**src/rtl/cart_bus_ctrl_pkg.sv**
```systemverilog
// Shared types and constants for the cartridge bus sequencer.
package cart_bus_pkg;

    typedef enum logic [1:0] {
        ST_IDLE,
        ST_SETUP,
        ST_STROBE,
        ST_HOLD
    } state_t;

    localparam logic [15:0] SRAM_LO = 16'hA000;
    localparam logic [15:0] SRAM_HI = 16'hBFFF;

    localparam int DEF_SETUP_CYCLES  = 1;
    localparam int DEF_STROBE_CYCLES = 2;
    localparam int DEF_HOLD_CYCLES   = 1;

    localparam int CNT_W = 4;

    function automatic logic is_sram(input logic [15:0] addr);
        return (addr >= SRAM_LO) && (addr <= SRAM_HI);
    endfunction

endpackage

```
**src/rtl/cart_bus_ctrl_reset_sync.sv**
```systemverilog
// Cartridge reset generator: asserts asynchronously with reset_l and
// releases on the second clock edge after reset_l rises.
module cart_reset_sync (
    input  logic clock,
    input  logic reset_l,
    output logic cart_reset_l
);

    logic sync_p0;
    logic sync_p1;

    always_ff @(posedge clock or negedge reset_l) begin
        if (!reset_l) begin
            sync_p0 <= 1'b0;
            sync_p1 <= 1'b0;
        end else begin
            sync_p0 <= 1'b1;
            sync_p1 <= sync_p0;
        end
    end

    assign cart_reset_l = sync_p1;

endmodule

```
**src/rtl/cart_bus_ctrl.sv**
```systemverilog
// Game Boy cartridge bus sequencer: one CPU request -> SETUP/STROBE/HOLD bus cycle.
// Optional macro CART_DATA_SYNC_EN adds a 2-stage input register on cart_data_in.
module cart_bus_ctrl
    import cart_bus_pkg::*;
#(
    parameter int SETUP_CYCLES  = DEF_SETUP_CYCLES,
    parameter int STROBE_CYCLES = DEF_STROBE_CYCLES,
    parameter int HOLD_CYCLES   = DEF_HOLD_CYCLES
) (
    input  logic        clock,
    input  logic        reset_l,
    input  logic        req_valid,
    output logic        req_ready,
    input  logic        req_we,
    input  logic [15:0] req_addr,
    input  logic [7:0]  req_wdata,
    output logic        rd_valid,
    output logic [7:0]  rd_data,
    output logic [15:0] cart_address,
    output logic [7:0]  cart_data_out,
    output logic        cart_data_oe,
    input  logic [7:0]  cart_data_in,
    output logic        cart_r_enable_l,
    output logic        cart_w_enable_l,
    output logic        cart_cs_sram_l,
    output logic        cart_reset_l
);

`ifdef CART_DATA_SYNC_EN
    localparam int SYNC_EXTRA = 2;
`else
    localparam int SYNC_EXTRA = 0;
`endif

    localparam logic [CNT_W-1:0] SETUP_LD     = CNT_W'(SETUP_CYCLES - 1);
    localparam logic [CNT_W-1:0] STROBE_WR_LD = CNT_W'(STROBE_CYCLES - 1);
    localparam logic [CNT_W-1:0] STROBE_RD_LD = CNT_W'(STROBE_CYCLES + SYNC_EXTRA - 1);
    localparam logic [CNT_W-1:0] HOLD_LD      = CNT_W'(HOLD_CYCLES - 1);

    state_t           state, state_nxt;
    logic [CNT_W-1:0] cnt, cnt_nxt;
    logic             we_q, hit_q;
    logic             accept, capture, active, we_nxt;
    logic             cs_l_nxt, oe_nxt, r_l_nxt, w_l_nxt;
    logic [7:0]       sample_data;

    cart_reset_sync u_reset_sync (
        .clock        (clock),
        .reset_l      (reset_l),
        .cart_reset_l (cart_reset_l)
    );

`ifdef CART_DATA_SYNC_EN
    logic [7:0] data_in_p0;
    logic [7:0] data_in_p1;

    // Input sync stages p0 -> p1; the read STROBE is stretched to cover them.
    always_ff @(posedge clock) begin
        data_in_p0 <= cart_data_in;
        data_in_p1 <= data_in_p0;
    end

    assign sample_data = data_in_p1;
`else
    assign sample_data = cart_data_in;
`endif

    assign req_ready = (state == ST_IDLE);
    assign accept    = req_valid && req_ready;

    always_comb begin
        state_nxt = state;
        cnt_nxt   = cnt;
        capture   = 1'b0;
        case (state)
            ST_IDLE: begin
                if (req_valid) begin
                    state_nxt = ST_SETUP;
                    cnt_nxt   = SETUP_LD;
                end
            end
            ST_SETUP: begin
                if (cnt == '0) begin
                    state_nxt = ST_STROBE;
                    cnt_nxt   = we_q ? STROBE_WR_LD : STROBE_RD_LD;
                end else begin
                    cnt_nxt = cnt - 1'b1;
                end
            end
            ST_STROBE: begin
                if (cnt == '0) begin
                    state_nxt = ST_HOLD;
                    cnt_nxt   = HOLD_LD;
                    capture   = !we_q;
                end else begin
                    cnt_nxt = cnt - 1'b1;
                end
            end
            ST_HOLD: begin
                if (cnt == '0) begin
                    state_nxt = ST_IDLE;
                    cnt_nxt   = '0;
                end else begin
                    cnt_nxt = cnt - 1'b1;
                end
            end
            default: begin
                state_nxt = ST_IDLE;
                cnt_nxt   = '0;
            end
        endcase

        // Pin values are decoded from the upcoming state so every pin leaves a flop.
        we_nxt   = accept ? req_we : we_q;
        active   = (state_nxt != ST_IDLE);
        cs_l_nxt = !(active && (accept ? is_sram(req_addr) : hit_q));
        oe_nxt   = active && we_nxt;
        r_l_nxt  = !(!we_nxt && ((state_nxt == ST_SETUP) || (state_nxt == ST_STROBE)));
        w_l_nxt  = !(we_nxt && (state_nxt == ST_STROBE));
    end

    always_ff @(posedge clock or negedge reset_l) begin
        if (!reset_l) begin
            state           <= ST_IDLE;
            cnt             <= '0;
            we_q            <= 1'b0;
            hit_q           <= 1'b0;
            cart_address    <= '0;
            cart_data_out   <= '0;
            cart_data_oe    <= 1'b0;
            cart_r_enable_l <= 1'b1;
            cart_w_enable_l <= 1'b1;
            cart_cs_sram_l  <= 1'b1;
            rd_valid        <= 1'b0;
            rd_data         <= '0;
        end else begin
            state           <= state_nxt;
            cnt             <= cnt_nxt;
            cart_data_oe    <= oe_nxt;
            cart_r_enable_l <= r_l_nxt;
            cart_w_enable_l <= w_l_nxt;
            cart_cs_sram_l  <= cs_l_nxt;
            rd_valid        <= capture;
            if (accept) begin
                we_q          <= req_we;
                hit_q         <= is_sram(req_addr);
                cart_address  <= req_addr;
                cart_data_out <= req_wdata;
            end
            if (capture) begin
                rd_data <= sample_data;
            end
        end
    end

endmodule

```
**config.mk**
```make
export PLATFORM = sky130hd
export DESIGN_NAME = cart_bus_ctrl
export DESIGN_NICKNAME = d
export VERILOG_FILES = /design/src/rtl/cart_bus_ctrl_pkg.sv /design/src/rtl/cart_bus_ctrl_reset_sync.sv /design/src/rtl/cart_bus_ctrl.sv
export SDC_FILE = /design/constraint.sdc
export NUM_CORES = 1
export LEC_CHECK = 0
export BUFFER_PORTS_ARGS = -buffer_cell sky130_fd_sc_hd__buf_2
export CORE_MARGIN = 1.5
export CORE_UTILIZATION = 40
export CTS_BUF_LIST = sky130_fd_sc_hd__clkbuf_2
export CTS_CLUSTER_DIAMETER = 40
export DETAILED_ROUTE_END_ITERATION = 10
export GPL_ROUTABILITY_DRIVEN = 0
export PLACE_DENSITY = 0.73
export SLEW_MARGIN = 20
export SYNTH_ARGS = -nofsm -noshare
export SYNTH_HDL_FRONTEND = slang
export SYNTH_SLANG_ARGS = --single-unit
```
**constraint.sdc**
```tcl
create_clock -name clock -period 2.15 [get_ports clock]
set_input_delay 0.215 -clock clock [delete_from_list [all_inputs] [get_ports clock]]
set_output_delay 0.215 -clock clock [all_outputs]
set_load 0.02 [all_outputs]
```
==> results of run 1 <==
==> flip-flops by register name, indices dropped and copies added, names as in the netlist, 2 cells and up <==
name           count
cart_address      16
cart_data_out      8
rd_data            8
cnt                4
state              2
==> logic make-up after synthesis <==
logic type      Yosys count
compound gates           11
xor+xnor                  2
fa+ha+maj                 4
buf+inv                  10
flops                    47
mux                      34
other cells               1
simple gates             19
==> power by group through the flow <==
stage	combinational [uW]	clock [uW]	sequential, uW
after CTS	1820	373	1550
final	1830	352	1560
after global placement	1760	0	1550
after detailed placement	1800	0	1570
after floorplan	837	0	1950
after global routing	1970	400	1610
==> metal layers <==
layer,part of all wire [%],vias to the layer above,track usage (%)
li1,-,655,-
met1,42,630,17.14
met2,49,57,27.26
met3,7.4,6,6.048
met4,1.0,0,4.403
met5,0,-,0
==> cell usage after synthesis, types with 2 or more instances <==
cell type  instances
buf_2              4
dfrtp_1           44
dfstp_2            3
ha_1               4
inv_1              4
mux2_2            24
mux2_4             8
mux2i_1            2
nand2_1            6
nor2_1             4
o21ai_0            3
o31ai_1            2
or3_1              2
==> area by class of cell <==
class / count / area (um^2)
Clock buffer: 5 / 25.02
Sequential cell: 47 / 1180
Clock inverter: 3 / 20.02
Inverter: 4 / 15.01
Tap cell: 52 / 65.06
Timing Repair Buffer: 106 / 678.2
Fill cell: 356 / 1795
Multi-Input combinational cell: 71 / 665.6
==> critical path, stage by stage (launching register included) <==
cell and delay [ns]:
dfrtp_1 0.46, inv_1 0.09, ha_1 0.16, or3b_4 0.41, or3_4 0.47, mux2_4 0.33
==> per-stage QoR <==
stage | util, % | hold WS [ns] | power (uW) | setup TNS, ns | instances
floorplan | - | -0.08059 | 2791 | 0 | 128
global placement | 52.39 | 0.2563 | 3306 | 0 | 253
detailed placement | 52.39 | 0.2536 | 3365 | -0.00005462 | 253
CTS | 57.12 | 0.0009319 | 3746 | 0 | 277
global route | 59.60 | -0.002932 | 3979 | 0 | 288
finish | 59.60 | 0.03574 | 3738 | 0 | 288
==> worst min-delay path by stage <==
stage	startpoint	to	slack [ns]	depth (start not counted)
2_1_floorplan	reset_l	cart_address[0]	-0.08	0
3_3_place_gp	reset_l	cart_address[3]	0.26	1
3_5_place_dp	reset_l	cart_address[6]	0.25	1
4_1_cts	req_addr[3]	cart_address[3]	0.0009	2
5_1_grt	req_wdata[1]	cart_data_out[1]	-0.003	2
6_report	req_addr[15]	cart_address[15]	0.04	2
==> what timing repair did <==
action | in CTS | in global routing
setup endpoints to repair | 4 | 0
endpoints found under the hold margin | 38 | 11
gates resized for setup | 1 | 0
hold buffers | 16 | 11
==> results by group, run 1 <==
Run status
  – Status: complete, but fails checks
  – Failing checks: design-rule violations

Clocking
  – Clk slew on worst S/H paths: 0.23 ns
  – Clk buf depth: 2
  – Clk root buf: clkbuf_2
  – H-tree depth: 2
  – Cts bufs inserted: 5
  – Clock sinks: 47
  – Post-CTS Setup Repair Bufs: 0
  – Later-pin clock latency in the skew report: 0.40 ns
  – CTS tree: done

GRT
  – Total Routing Usage GR: 15.40%
  – Gr ovfl total: 0
  – Initial antenna violation count: 0
  – Vias in the first global route: 1349
  – First-pass GRT wire length: 6.085 mm
  – Largest net degree at the start of global routing: 29

Power
  – Clock share of power: 9.4%
  – P_int: 2235 uW
  – Sequential power share: 41.7%
  – Ratio of total power to cell area: 1411 nW/um^2
  – Net Sw Frac: 40.20%
  – LEAKAGE: 0.001335 uW
  – Net Sw Power: 1502 uW
  – Comb power frac: 48.9%
  – Peak VDD IR: 0.0005487 V

Drt
  – # DRC: 9
  – Vias post-DR: 1348
  – DRT antenna net count: 0
  – Total wire length: 3.988 mm
  – Vias per inst: 4.681
  – 1st-pass router iterations: 8
  – WL/cell: 13.85 um
  – Initial DRC count: 49

Synth
  – Synth Area in Simple Gates: 5.361%
  – Largest family of logic cells by synthesized area: multiplexers
  – Async S/R FF share, synth: 100.0%
  – Post-synth top area share: 58.24%
  – Mux cell area share after synthesis: 21.71%
  – Yosys warns: 0
  – Flops & latches, synth: 47
  – Netlist cell types: 31
  – Sequential-to-total area share from yosys stat: 62.41%
  – Yosys top cell by area: dfrtp_1
  – Synth Flop Type: dfrtp_1
  – Cell count after synthesis: 128
  – Top post-synthesis cells by area: dfrtp_1 58%, mux2_2 14%, mux2_4 6.4%
  – Adder-cell share of the synthesized area: 2.647%
  – Post-synth EDFFs: 0
  – Post-Synth XOR/XNOR Area: 0.9265%
  – Mapped cell area: 1891 um^2
  – Syn Area/Cell: 14.77 um^2
  – Syn nets: 168
  – Synth Area in Compound Gates: 4.103%

Placed design
  – I/O Buffers: 74
  – Post-place setup slack: -0.00005462 ns
  – Post-DP Area: 2328 um^2
  – HPWL after DPL: 2.577 mm

Critical path
  – CP endpoint kind: register
  – Worst EP arrival: 2.31 ns
  – Reg2reg start: cnt[0]
  – CP Class: reg -> reg
  – Beginning of the critical path: cnt[0]
  – Crit start category: register
  – Crit Path Max Fanout: 9
  – Req. time, crit path: 2.47 ns
  – End point of the critical path: rd_data[5]
  – Reg-to-Reg End: rd_data[5]
  – Number of cells on the worst reg-to-reg path: 5
  – Worst reg-to-reg setup slack: 0.16 ns

Worst hold path
  – Worst hold path class: in -> reg

Timing
  – Final period util: 92.50%
  – FMAX: 502.8 MHz
  – Hold Vio Cnt, Final: 0
  – Skew final: 0.01182 ns
  – Worst slew pin tran: 0.5865 ns
  – Final setup violation count: 0
  – Relative slew slack: 60.90%
  – Final WS setup: 0.1612 ns
  – Tmin final: 1.989 ns
  – Fin. max-slew vios: 0
  – RSZ-0062 raised after global routing: false

Floorplan
  – Die X-Extent: 71.75 um
  – Row Count: 24
  – IO Pins: 75
  – Chip height: 71.75 um
  – Core ar.: 4444 um^2
  – Initial Util: 42.54%
  – DIE AREA: 5148 um^2

Flow run
  – Max-Cap Viols: 0

Cells and area
  – Area grow syn2layout: 40.11%
  – Final #Nets: 275
  – Layout cells sized above 1: 52.54%
  – Commonest non-fill, non-tap cell in the layout: buf_2
  – Number of diodes: 0
  – Commonest cells after routing, fill and taps aside: 74 x buf_2, 44 x dfrtp_1, 27 x dlygate4sd3_1
  – Cell area after layout: 2649 um^2
No activity file was read; power rests on OpenSTA's default activity.
==> inputs of run 2 (changes only) <==
--- a/config.mk
+++ b/config.mk
@@ -13,6 +13,7 @@
 export DETAILED_ROUTE_END_ITERATION = 10
 export GPL_ROUTABILITY_DRIVEN = 0
 export PLACE_DENSITY = 0.73
+export SETUP_SLACK_MARGIN = 0.4
 export SLEW_MARGIN = 20
 export SYNTH_ARGS = -nofsm -noshare
 export SYNTH_HDL_FRONTEND = slang
==> run 2 against run 1 <==
Net effect:
- wire length grew 8.0%
- the run still ends with design-rule violations left
- global-route usage grew 1.2 points
- clock-buffer cell count is the same
- cell area grew 4.2%
- worst setup slack gained 0.10 ns
- maximum frequency grew 5.5%
- hold slack gained 0.0095 ns
- first-iteration DRC count shrank 29%
- highest routed layer unchanged
- critical path type unchanged
==> results by group, run 2 (synthesis gave the netlist of run 1 again) <==
Critical path
  – Crit Path Max Fanout: 5
  – Crit start category: register
  – Worst path depth: 5
  – CP cell instances: inv_2 -> ha_4 -> or3b_4 -> or3_4 -> mux2_4
  – Worst Path Buf+Inv: 1
  – CP peak stage delay: 0.45 ns
  – CP max stage cell: dfrtp_1
  – Beginning of the critical path: cnt[0]
  – CP endpoint kind: register
  – Req. time, crit path: 2.48 ns
  – Number of cells on the worst reg-to-reg path: 5
  – Reg2reg start: cnt[0]
  – Crit-path leading delay family: simple AND/OR/NAND/NOR gates
  – CP Class: reg -> reg
  – Worst EP arrival: 2.21 ns

GRT
  – First-pass GRT wire length: 6.492 mm
  – Gr ovfl total: 0
  – Vias in the first global route: 1421
  – Largest net degree at the start of global routing: 25
  – Initial antenna violation count: 0
  – Total Routing Usage GR: 16.61%

Floorplan
  – DIE AREA: 5148 um^2
  – Core ar.: 4444 um^2
  – Chip height: 71.75 um
  – Row Count: 24
  – Die X-Extent: 71.75 um
  – IO Pins: 75
  – Initial Util: 42.54%

Run status
  – Failing checks: design-rule violations
  – Status: complete, but fails checks

Clocking
  – CTS tree: done
  – Later-pin clock latency in the skew report: 0.40 ns
  – Clk root buf: clkbuf_2
  – Clk buf depth: 2
  – Cts bufs inserted: 5
  – H-tree depth: 2
  – Clk slew on worst S/H paths: 0.23 ns
  – Clock sinks: 47

Drt
  – Vias post-DR: 1448
  – Total wire length: 4.307 mm
  – 1st-pass router iterations: 7
  – # DRC: 8
  – Vias per inst: 4.875
  – DRT antenna net count: 0
  – Initial DRC count: 35
  – WL/cell: 14.50 um

Power
  – Ratio of total power to cell area: 1442 nW/um^2
  – Pwr Total: 3981 uW
  – LEAKAGE: 0.001385 uW
  – Peak VDD IR: 0.0005282 V

Cells and area
  – Commonest non-fill, non-tap cell in the layout: buf_2
  – Area grow syn2layout: 46.00%
  – Commonest cells after routing, fill and taps aside: 74 x buf_2, 43 x dfrtp_1, 29 x dlygate4sd3_1
  – Fill cells: 363
  – Largest regs: cart_address: 16 flops, cart_data_out: 8 flops, rd_data: 8 flops
  – Number of diodes: 0
  – Final #Nets: 284
  – Layout cells sized above 1: 55.51%
  – Number of flip-flops in the largest register: 16
  – Most flops, register: cart_address

Placed design
  – I/O Buffers: 74
  – HPWL after DPL: 2.596 mm

Worst hold path
  – Worst hold path class: in -> reg
  – Min-delay src: req_addr[14]
  – Worst hold path stage count: 2

Timing
  – FMAX: 530.3 MHz
  – Relative slew slack: 64.43%
  – Skew final: 0.01908 ns
  – Final period util: 87.71%
  – Worst slew pin tran: 0.5336 ns
  – Final setup violation count: 0
  – Hold Vio Cnt, Final: 0
  – Setup TNS: 0 ns
  – Tmin final: 1.886 ns
  – Fin. max-slew vios: 0
  – RSZ-0062 raised after global routing: true

Flow run
  – Max-Cap Viols: 0
[run 2: metrics by stage]
stage	worst slack (ns)	hold WS (ns)	utilization, %	cells	cell area [um^2]
after floorplan	0.2824	-0.08059	-	128	1899
after global placement	0.1101	0.2198	52.39	253	2328
after detailed placement	0.05308	0.2249	52.39	253	2328
after CTS	0.2662	0.0001804	59.26	284	2634
after global routing	0.1972	0.004849	62.11	297	2760
final	0.2642	0.04521	62.11	297	2760
[run 2: power by group]
group	internal, uW	switching, uW
Sequential	1320	248
Combinational	923	1030
Clock	191	274
[run 2: final timing paths]
path	to	slack, ns
max in group asynchronous	cart_cs_sram_l	1.21
min	cart_address[14]	0.05
min in group asynchronous	cart_data_out[3]	0.29
max reg2reg	rd_data[5]	0.26
max	rd_data[5]	0.26
min reg2reg	u_reset_sync.cart_reset_l	0.39
[run 2: layer usage]
metal | part of all wire [%] | global-route usage, %
met5 | 0 | 0
met1 | 39 | 19.38
met4 | 1.8 | 6.918
met2 | 54 | 28.91
met3 | 5.6 | 4.360
[run 2: final cells by class]
type | count | area [um^2] | area share [%]
Timing Repair Buffer | 114 | 743.2 | 26.93
Inverter | 4 | 15.01 | 0.5440
Multi-Input combinational cell | 72 | 691.9 | 25.07
Clock inverter | 3 | 38.79 | 1.405
Tap cell | 52 | 65.06 | 2.357
Clock buffer | 5 | 25.02 | 0.9066
Sequential cell | 47 | 1181 | 42.79
[run 2: repair_timing]
action / 4_1_cts / 5_1_grt
buffers inserted: 4 / 2
hold endpoints to repair: 39 / 11
setup endpoints to repair: 14 / 14
resized for setup: 7 / 1
hold buffers: 18 / 11
cloned: 1 / 0
pin swaps: 2 / 0
[run 2: worst reg2reg max path, stage by stage (launching register included)]
cell and delay [ns]:
dfrtp_1 0.45, inv_2 0.08, ha_4 0.12, or3b_4 0.40, or3_4 0.44, mux2_4 0.32
